===== src/rtl/cursor_measure_unit.sv =====
// rtl/cursor_measure_unit.sv - cursor delta measurement with per-channel scaling and saturation
module cursor_measure_unit #(
  parameter int CHANNELS = 2,
  parameter int CUR_W    = 11,
  parameter int SHIFT_W  = 4,
  parameter int RATE_W   = 6,
  parameter int OUT_W    = 14
) (
  input  logic                         clock,
  input  logic                         reset,
  input  logic                         start,
  input  logic [CUR_W-1:0]             cursorx1,
  input  logic [CUR_W-1:0]             cursorx2,
  input  logic [CUR_W-1:0]             cursory1,
  input  logic [CUR_W-1:0]             cursory2,
  input  logic [CHANNELS*SHIFT_W-1:0]  shiftDown,
  input  logic [CHANNELS*RATE_W-1:0]   sampleadjust,
  input  logic [1:0]                   waveSel,
  input  logic [2:0]                   measurement,
  output logic [OUT_W-1:0]             num,
  output logic                         valid,
  output logic                         busy,
  output logic                         overflow,
  output logic                         sel_err
);

  localparam int PW = OUT_W + 8;
  localparam logic [PW-1:0] MAXV = {{8{1'b0}}, {OUT_W{1'b1}}};
  localparam logic [2:0] CH = 3'(CHANNELS);

  typedef enum logic [2:0] {
    IDLE    = 3'd0,
    CAPTURE = 3'd1,
    DIFF    = 3'd2,
    SCALE   = 3'd3,
    DONE    = 3'd4
  } state_t;

  state_t state, stateNext;

  logic [CUR_W-1:0]   x1q, x2q, y1q, y2q, dx, dy;
  logic [SHIFT_W-1:0] shiftSel, shiftQ;
  logic [RATE_W-1:0]  rateSel, rateQ;
  logic [2:0]         modeQ;
  logic               selErrIn, selErrQ;
  logic [PW-1:0]      dxW, dyW, shiftW, rateW, prod;
  logic               ovNext;
  logic [OUT_W-1:0]   numNext;

  // Out-of-range channel selects fall through with zero scale and raise sel_err.
  always_comb begin
    shiftSel = '0;
    rateSel  = '0;
    for (int c = 0; c < CHANNELS; c++) begin
      if (waveSel == 2'(c)) begin
        shiftSel = shiftDown[c*SHIFT_W +: SHIFT_W];
        rateSel  = sampleadjust[c*RATE_W +: RATE_W];
      end
    end
    selErrIn = ({1'b0, waveSel} >= CH);
  end

  always_ff @(posedge clock) begin
    if (reset) state <= IDLE;
    else       state <= stateNext;
  end

  always_comb begin
    stateNext = state;
    case (state)
      IDLE:    if (start) stateNext = CAPTURE;
      CAPTURE: stateNext = DIFF;
      DIFF:    stateNext = SCALE;
      SCALE:   stateNext = DONE;
      DONE:    stateNext = IDLE;
      default: stateNext = IDLE;
    endcase
  end

  assign dxW    = PW'(dx);
  assign dyW    = PW'(dy);
  assign shiftW = PW'(shiftQ) + PW'(1);
  assign rateW  = PW'(rateQ) + PW'(1);

  always_comb begin
    prod = '0;
    if (!selErrQ) begin
      case (modeQ)
        3'd1:    prod = dxW;
        3'd2:    prod = dyW * shiftW;
        3'd3:    prod = (dyW * shiftW) << 1;
        3'd4:    prod = dxW * rateW;
        default: prod = '0;
      endcase
    end
    ovNext  = (prod > MAXV);
    numNext = ovNext ? {OUT_W{1'b1}} : prod[OUT_W-1:0];
  end

  // Operands are latched on the accepting edge so later input changes are ignored.
  always_ff @(posedge clock) begin
    if (reset) begin
      x1q      <= '0;
      x2q      <= '0;
      y1q      <= '0;
      y2q      <= '0;
      dx       <= '0;
      dy       <= '0;
      shiftQ   <= '0;
      rateQ    <= '0;
      modeQ    <= '0;
      selErrQ  <= 1'b0;
      num      <= '0;
      overflow <= 1'b0;
      sel_err  <= 1'b0;
    end else begin
      if (state == IDLE && start) begin
        x1q     <= cursorx1;
        x2q     <= cursorx2;
        y1q     <= cursory1;
        y2q     <= cursory2;
        shiftQ  <= shiftSel;
        rateQ   <= rateSel;
        modeQ   <= measurement;
        selErrQ <= selErrIn;
      end
      if (state == CAPTURE) begin
        dx <= (x1q >= x2q) ? (x1q - x2q) : (x2q - x1q);
        dy <= (y1q >= y2q) ? (y1q - y2q) : (y2q - y1q);
      end
      if (state == SCALE) begin
        num      <= numNext;
        overflow <= ovNext;
        sel_err  <= selErrQ;
      end
    end
  end

  assign valid = (state == DONE);
  assign busy  = (state == CAPTURE) || (state == DIFF) || (state == SCALE);

endmodule


===== config.mk =====
export PLATFORM = sky130hd
export DESIGN_NAME = cursor_measure_unit
export DESIGN_NICKNAME = d
export VERILOG_FILES = /design/src/rtl/cursor_measure_unit.sv
export SDC_FILE = /design/constraint.sdc
export NUM_CORES = 1
export LEC_CHECK = 0
export ABC_AREA = 1
export ABC_CLOCK_PERIOD_IN_PS = 9930
export CORE_AREA = 2 2 138 140
export DETAILED_ROUTE_END_ITERATION = 10
export DIE_AREA = 0 0 140 142
export PLACE_DENSITY = 0.91
export SLEW_MARGIN = 20
export SYNTH_ARGS = -nofsm -noshare
export SYNTH_HDL_FRONTEND = slang
export SYNTH_SLANG_ARGS = --single-unit
export TNS_END_PERCENT = 1

===== constraint.sdc =====
create_clock -name clock -period 9.93 [get_ports clock]
set_clock_uncertainty 0.2 [all_clocks]
set_input_delay 0.993 -clock clock [delete_from_list [all_inputs] [get_ports clock]]
set_output_delay 0.993 -clock clock [all_outputs]
set_load 0.01 [all_outputs]

* Yosys cells after proc, flatten, opt, wreduce, memory -nomap -nowiden *
Index checks and enable logic that the tools add are counted.

storage, ports and cells
  bits in registers = 99
  output and inout bits = 18

operators by class
  $add $sub $neg = 6
  multiply operators = 2
  order comparisons = 4
  equal/unequal tests = 10
  multiplexer cells = 11
  reductions and logical operators = 5

operator list
  cell                    number
  $pmux W18 S4            1
  $sub A11 B11 Y11        4
  $ge A11 B11 Y1          2
  $gt A22 B14 Y1 const B  1
  $mux W11                2
  $mul A11 B7 Y18         1
  $mux W18                1
  $mul A11 B5 Y16         1
  $mux W14                1
  $eq A3 B2 Y1 const B    4
  $mux W6                 2
  $pmux W3 S4             1
  $mux W4                 2
  $add A6 B1 Y7 const B   1
  $eq A3 B1 Y1 const B    2
  $eq A3 B3 Y1 const B    2
  $add A4 B1 Y5 const B   1
  $logic_not A3 Y1        1
  $mux W3                 1
  $eq A2 B1 Y1 const B    1
  $ge A2 B2 Y1 const B    1
  $logic_not A2 Y1        1
  $logic_or A1 B1 Y1      2
  $ne A2 B2 Y1 const B    1
  $logic_and A1 B1 Y1     1

* Longest topological paths before layout *
Gate-level depths: netlist of run 1.

  depth in word-level cells = 6
  mapped depth = 29

* Least setup slack after synthesis of run 1 *
No wires, ideal clock.

  kind = reg2reg
  start = register rateQ[0]
  end = register num[4]
  library setup time = 109 ps
  data arrival time = 4727 ps
  data required time = 9621 ps
  slack = 4894 ps
  stages on the path, launching flop included = 25
  path buffers = 0
  period minus slack after synthesis = 5036 ps
  cells stage by stage = dfxtp_1 -> ha_1 -> nand4_1 -> nor2_1 -> inv_1 -> nor2_1 -> fa_1 -> fa_1 -> fa_1 -> inv_1 -> fa_1 -> inv_1 -> ha_1 -> nand2_1 -> inv_1 -> a21oi_2 -> nand2_1 -> nand2_1 -> nand3b_1 -> nand2_1 -> nor2_1 -> o21ai_4 -> nand4_1 -> nand2_1 -> inv_1

between the ends
  cells in the longest elaborated chain, start to end = 6

RTL lines
  element                 RTL line  source
  from (decl)             43        logic [RATE_W-1:0] rateSel, rateQ;
  from (signal assigned)  123       rateQ <= rateSel;
  $add A6 B1 Y7 (*)       83        assign rateW = PW'(rateQ) + PW'(1);
  $mul A11 B7 Y18 (*)     92        3'd4: prod = dxW * rateW;
  $pmux W18 S4 (*)        88        case (modeQ)
  $mux W18 (*)            87        if (!selErrQ) begin
  $gt A22 B14 Y1          96        ovNext = (prod > MAXV);
  $mux W14 (*)            97        numNext = ovNext ? {OUT_W{1'b1}} : prod[OUT_W-1:0];
  to (signal assigned)    132       num <= numNext;
  to (decl)               20        output logic [OUT_W-1:0] num,

Every way passes the cells marked *; elsewhere a longest branch is shown, timed or not.
A chain may end at the register's enable or synchronous reset.

* Worst setup path in the final report of run 1 *
  start = register rateQ[0]
  end = register num[9]

The elaborated chain is that of the path after synthesis.

==> results of run 1 <==
cells in the final DEF, fill, tap and decap left out, drive strengths merged, types with 27 or more instances in the layout:
master         netlist  routed
clkdlybuf4s50        0      89
o21ai               95      95
nand3               96      96
xor2                27      27
a21oi              122     122
nand2              344     344
ha                 104     104
nor2               160     160
dfxtp               99      99
inv                336     340
fa                  75      75
per-stage QoR:
step | setup slack, ns | hold WS, ns | instances | total power, mW
4_1_cts | 4.23 | 0.269 | 1915 | 1.52
3_5_place_dp | 4.22 | 0.256 | 1899 | 1.17
3_3_place_gp | 4.46 | 0.244 | 1899 | 1.15
6_report | 4.18 | 0.268 | 1916 | 1.53
5_1_grt | 3.72 | 0.301 | 1916 | 1.65
2_1_floorplan | 4.89 | 0.228 | 1634 | 1.00
cell type report:
type | count | area, um^2
inverter | 337 | 1260
timing repair buffer | 92 | 921
tap | 234 | 293
clock inverter | 7 | 67.6
clock buffer | 9 | 225
multi-input combinational | 1138 | 7410
sequential | 99 | 1980
fill | 1603 | 6290
cell families after synthesis:
group | count (synthesis) | synth area share (%)
xor gates and xnor gates | 37 | 2.97
DFF | 99 | 18.2
adders and majority gates | 179 | 25.7
buffers and inverters | 397 | 14.1
AOI/OAI and AO/OA | 267 | 13.6
and+or+nand+nor | 655 | 25.5
final timing paths:
kind                            startpoint  endpoint  cells past startpoint
worst max-delay path              rateQ[0]    num[9]                     27
worst min-delay path               x1q[10]   x1q[10]                      2
worst max register to register    rateQ[0]    num[9]                     27
worst min register to register     x1q[10]   x1q[10]                      2
report_power, final:
part	total, mW	internal, mW	switching (mW)
sequential	0.479	0.437	0.0414
clock	0.359	0.177	0.181
combinational	0.694	0.260	0.434
total	1.53	0.874	0.657
sequential cells by signal, indices dropped and copies added, names as in the netlist:
signal	count
shiftQ	4
sel_err	1
num	14
rateQ	6
state	3
dy	11
y2q	11
y1q	11
modeQ	3
overflow	1
x1q	11
selErrQ	1
dx	11
x2q	11
metal layers:
metal,GRT usage [%],share of wire [%],wire [um]
met4,9.78,2.6,729
met1,35.8,43,11800
met2,48.2,47,13000
met5,0,0,0
met3,4.54,7.5,2070
synthesized netlist by cell type (3+ instances only):
| master | count | share of area [%] |
|---|---|---|
| nand2_1 | 335 | 12 |
| inv_1 | 334 | 11 |
| xor2_1 | 27 | 2.2 |
| a21o_1 | 3 | 0.21 |
| a211oi_1 | 11 | 0.76 |
| or2_2 | 4 | 0.23 |
| nor3_1 | 6 | 0.28 |
| a21oi_1 | 121 | 5.5 |
| nor2_1 | 159 | 5.5 |
| ha_1 | 104 | 12 |
| dfxtp_1 | 99 | 18 |
| nand2_2 | 9 | 0.52 |
| a311oi_1 | 10 | 0.80 |
| buf_2 | 17 | 0.78 |
| nand3_1 | 93 | 4.3 |
| o21ai_0 | 89 | 4.1 |
| o211ai_1 | 12 | 0.83 |
| fa_1 | 75 | 14 |
| nand4_1 | 26 | 1.5 |
| and2_1 | 3 | 0.17 |
| buf_4 | 3 | 0.21 |
| clkbuf_2 | 6 | 0.28 |
| a31oi_1 | 3 | 0.17 |
| clkbuf_1 | 31 | 1.1 |
| xnor2_1 | 10 | 0.80 |
| o21ai_1 | 5 | 0.23 |
| nand3b_1 | 8 | 0.55 |
| nand3_2 | 3 | 0.28 |
worst max-delay path: stages (launching register included):
cell and delay, ns:
dfxtp_1 0.45, nand3_1 0.13, nor2_1 0.13, inv_1 0.07, o21ai_0 0.14, nand2_1 0.20
inv_1 0.17, nand2_1 0.09, fa_1 0.51, fa_1 0.55, inv_1 0.05, fa_1 0.53
inv_1 0.05, fa_1 0.52, inv_1 0.04, ha_1 0.34, nand2_1 0.10, inv_1 0.06
a21oi_1 0.17, nand2_1 0.11, nand2_1 0.09, nand3_1 0.07, nand3_1 0.09, nand3_1 0.07
nand2_1 0.25, nand2_1 0.11, nor2_2 0.20, a21oi_1 0.10
==> run_results.csv, run 1 <==
group,metric,value,unit
cts,insertion_delay,0.36,ns
sta,tns,0,ns
critical_path,r2r_setup_slack,4.18,ns
floorplanning,fp.dieH,142,um
critical_path,critPathCaptureType,"register",
cells_and_area,final_layout_size_suffix_gt1_share,2.62,%
cts,path_clk_slew,0.07,ns
cts,post_cts_buffers,0,
cells_and_area,syn_to_final_growth,11.5,%
sta,finalSetupViolCount,0,
logic_synthesis,ys_types,49,
global_routing,grt_max_degree,117,
sta,finalCritPeriodShare,57.9,%
detailed_routing,drt_iter0_markers,723,
power_and_ir_drop,power.density,126,nW/um^2
global_routing,grt_usage,28.0,%
logic_synthesis,postSynth.asyncResetShare,0,%
detailed_routing,num_vias,10400,
sta,max_slew_margin,30.4,%
cts,cts-buffers-inserted,9,
placement,place_congestion,0.969,
detailed_routing,routed_wirelength,27.6,mm
logic_synthesis,syn_nets,1885,
power_and_ir_drop,irDropWorstVdd,0.102,mV
sta,slew_viol_final,0,
detailed_routing,ant_nets,0,
logic_synthesis,synth_edf_count,0,
global_routing,grt_pass1_wl,45.6,mm
logic_synthesis,ys_ff_latch,99,
cells_and_area,final_util,65.9,%
sta,fin_crit,5.75,ns
run_status,outcome,"finished with violations",
cts,hold_buffers,0,
logic_synthesis,syn_area,10900,um^2
detailed_routing,dr.pass1.iters,10,
logic_synthesis,syn_avg_cell_area,6.68,um^2
cts,cts_tree,"done",
critical_path,crit_arrival,5.79,ns
logic_synthesis,ys.flop_type,"dfxtp_1",
job,cap_violations,0,
floorplanning,core,18500,um^2
cells_and_area,diodes,0,
cts,cts_buffer_depth,2,
floorplanning,num_rows,50,
floorplanning,io_pins,90,
cells_and_area,finish.net_count,1928,
placement,hpwlAfterDp,22.4,mm
sta,rsz0062_at_grt,"no",
critical_path,cp_max_fo,11,
logic_synthesis,synth-seq-area-share,18.2,%
sta,max_freq,0.174,GHz
global_routing,grt_pass1_vias,9877,
placement,placed_area,11900,um^2
run_status,violations,"design-rule violations",
cts,clkSinkCount,99,
global_routing,antenna_found_initial,0,
floorplanning,die_x,140,um
detailed_routing,drt-vias-per-instance,5.42,
critical_path,required,9.97,ns
critical_path,critPathLaunchType,"register",
sta,finalHoldViolCount,0,
power_and_ir_drop,p_leak,6.36,nW
floorplanning,fp.dieArea,19900,um^2
detailed_routing,routedWlPerCell,14.4,um
sta,worst_pin_slew,1.04,ns
placement,io_buffers,89,
logic_synthesis,synth_warnings,0,
cts,cts-resized-gates,0,
floorplanning,initial_utilization,59.1,%
global_routing,grt_overflow_total,0,
logic_synthesis,syn_inst,1634,
cts,h-tree-depth,3,
detailed_routing,drc,4,
cts,clockRootBuffer,"clkbuf_16",
cells_and_area,final_cell_area,12200,um^2
worst_hold_path,hold_path.class,"register to register",
critical_path,critPathKind,"register to register",
Power figures use the tool's default switching activity.
==> inputs of run 2 (changes only) <==
--- a/config.mk
+++ b/config.mk
@@ -6,11 +6,11 @@
 export NUM_CORES = 1
 export LEC_CHECK = 0
 export ABC_AREA = 1
-export ABC_CLOCK_PERIOD_IN_PS = 9930
-export CORE_AREA = 2 2 138 140
+export ABC_CLOCK_PERIOD_IN_PS = 4790
+export CORE_AREA = 2 2 144 146
 export DETAILED_ROUTE_END_ITERATION = 10
-export DIE_AREA = 0 0 140 142
-export PLACE_DENSITY = 0.91
+export DIE_AREA = 0 0 146 148
+export PLACE_DENSITY = 0.89
 export SLEW_MARGIN = 20
 export SYNTH_ARGS = -nofsm -noshare
 export SYNTH_HDL_FRONTEND = slang
==> constraint.sdc (replaced) <==
create_clock -name clock -period 4.79 [get_ports clock]
set_clock_uncertainty 0.2 [all_clocks]
set_input_delay 0.479 -clock clock [delete_from_list [all_inputs] [get_ports clock]]
set_output_delay 0.479 -clock clock [all_outputs]
set_load 0.01 [all_outputs]
==> run 2 against run 1 <==
Net effect:
- the flow finishes with violations (negative setup slack)
- sequential power increased by 100%
- global-route usage decreased by 0.56 points
- die area increased by 8.7%
- largest cell class unchanged
- worst hold slack got worse by 0.0023 ns
- non-clock buffer count increased by 73
==> run_results.csv, run 2 (synthesized netlist as in run 1, its figures left out) <==
group,metric,value,unit
run_status,outcome,"finished with violations",
run_status,violations,"negative setup slack",
worst_hold_path,whs_path_depth,2,
cells_and_area,diodes,0,
cells_and_area,final_util,66.0,%
worst_hold_path,worstHoldEndpoint,"x1q[10]",
critical_path,r2r_start,"rateQ[1]",
detailed_routing,drc,0,
critical_path,crit_slowest_cell,"fa_1",
cts,cts_buffer_depth,2,
sta,max_freq,0.200,GHz
detailed_routing,routed_wirelength,29.4,mm
cells_and_area,syn_to_final_growth,21.2,%
critical_path,critPathKind,"register to register",
cts,clockRootBuffer,"clkbuf_16",
floorplanning,core,20000,um^2
placement,place_ws,-0.331,ns
critical_path,crit_arrival,5.07,ns
power_and_ir_drop,power.density,256,nW/um^2
worst_hold_path,hp-start,"x1q[10]",
detailed_routing,num_vias,10900,
detailed_routing,routedWlPerCell,14.5,um
sta,worst_pin_slew,1.01,ns
cts,cts_tree,"done",
floorplanning,initial_utilization,54.5,%
sta,rsz0062_at_grt,"yes",
cts,h-tree-depth,3,
floorplanning,num_rows,52,
critical_path,r2r_setup_slack,-0.22,ns
critical_path,cp_max_fo,5,
cts,path_clk_slew,0.08,ns
sta,max_slew_margin,32.3,%
critical_path,required,4.85,ns
placement,io_buffers,89,
sta,fin_crit,5.01,ns
cells_and_area,layout_common_cells,"inv_1 (321), nand2_1 (312), nor2_1 (141)",
floorplanning,die_x,146,um
job,cap_violations,0,
sta,finalHoldViolCount,0,
cts,cts-buffers-inserted,9,
sta,finalCritPeriodShare,105,%
sta,slew_viol_final,0,
sta,hold-worst-slack,0.266,ns
sta,layout_setup_ws,-0.217,ns
critical_path,r2r_cells,28,
floorplanning,io_pins,90,
cells_and_area,fin_cells,2026,
power_and_ir_drop,p_leak,6.77,nW
sta,finalSetupViolCount,15,
critical_path,r2r_end,"num[4]",
detailed_routing,drt-vias-per-instance,5.38,
critical_path,path_buf_inv,8,
placement,place_congestion,0.934,
cells_and_area,fillers,1728,
detailed_routing,drt_iter0_markers,713,
critical_path,slowest_delay,0.54,ns
critical_path,crit_cells,28,
detailed_routing,ant_nets,0,
critical_path,crit_top_cell,"nand2_1",
placement,hpwlAfterDp,23.4,mm
critical_path,critPathLaunchType,"register",
cts,clkSinkCount,99,
cells_and_area,largest_reg_flops,14,
placement,dp_cells,2003,
cells_and_area,top_register,"num",
global_routing,grt_pass1_wl,49.2,mm
power_and_ir_drop,irDropWorstVdd,0.218,mV
cells_and_area,layout_commonest_cell,"inv_1",
worst_hold_path,hold_path.class,"register to register",
critical_path,startpoint,"rateQ[1]",
global_routing,antenna_found_initial,0,
critical_path,critPathCaptureType,"register",
global_routing,grt_overflow_total,0,
global_routing,grt_max_degree,62,
cells_and_area,finish.net_count,2002,
global_routing,grt_usage,27.4,%
detailed_routing,dr.pass1.iters,6,
cells_and_area,final_layout_size_suffix_gt1_share,11.7,%
global_routing,grt_pass1_vias,10600,
critical_path,crit_family,"adder cells",
floorplanning,fp.dieH,148,um
cts,insertion_delay,0.36,ns
floorplanning,fp.dieArea,21600,um^2
## run 2: worst register-to-register path: cells and delay by family (launching register included)
family	cells	cell delay, ns
adder cells (fa/ha/maj)	6	2.54
buffers and inverters	8	0.61
flip-flops	1	0.37
AND/OR/NAND/NOR	14	1.20
## run 2: worst max-delay path by stage
stage | end | slack (ns)
floorplan | num[4] | 0.01
global placement | overflow | -0.18
detailed placement | num[2] | -0.33
CTS | num[9] | -0.13
global route | num[4] | -0.46
finish | num[4] | -0.22
## run 2: where the power goes
group          internal [mW]  switching, mW
Combinational          0.660          0.995
Sequential             0.907         0.0710
Clock                  0.385          0.372
## run 2: routing by layer
layer,vias to the layer above,GRT usage (%),wire [um]
li1,5364,-,-
met1,5011,34.8,12400
met2,442,48.0,14000
met3,84,4.01,2010
met4,0,9.13,990
met5,-,0,0
## run 2: stage by stage
step           cell area [um^2]  total power [mW]  setup TNS (ns)
3_5_place_dp              12500              2.54           -4.44
6_report                  13200              3.39           -2.59
3_3_place_gp              12500              2.50           -2.46
2_1_floorplan             11000              2.09               0
5_1_grt                   13200              3.63           -6.15
4_1_cts                   13100              3.36           -1.33
## run 2: area by class of cell
cell class | count | area [um^2] | area share [%]
clock buffers | 10 | 239 | 1.81
multi-input cells | 1139 | 7810 | 59.1
repair buffers | 165 | 1510 | 11.4
clock inverters | 6 | 70.1 | 0.530
flip-flops and latches | 99 | 1990 | 15.1
well taps | 270 | 338 | 2.56
inverters | 337 | 1270 | 9.59
## run 2: timing repair
item	in CTS	in global routing
gates cloned	2	0
resized for setup	76	17
endpoints found under the setup margin	15	15
pin swaps	46	16
hold buffers	0	0
buffers inserted	5	0
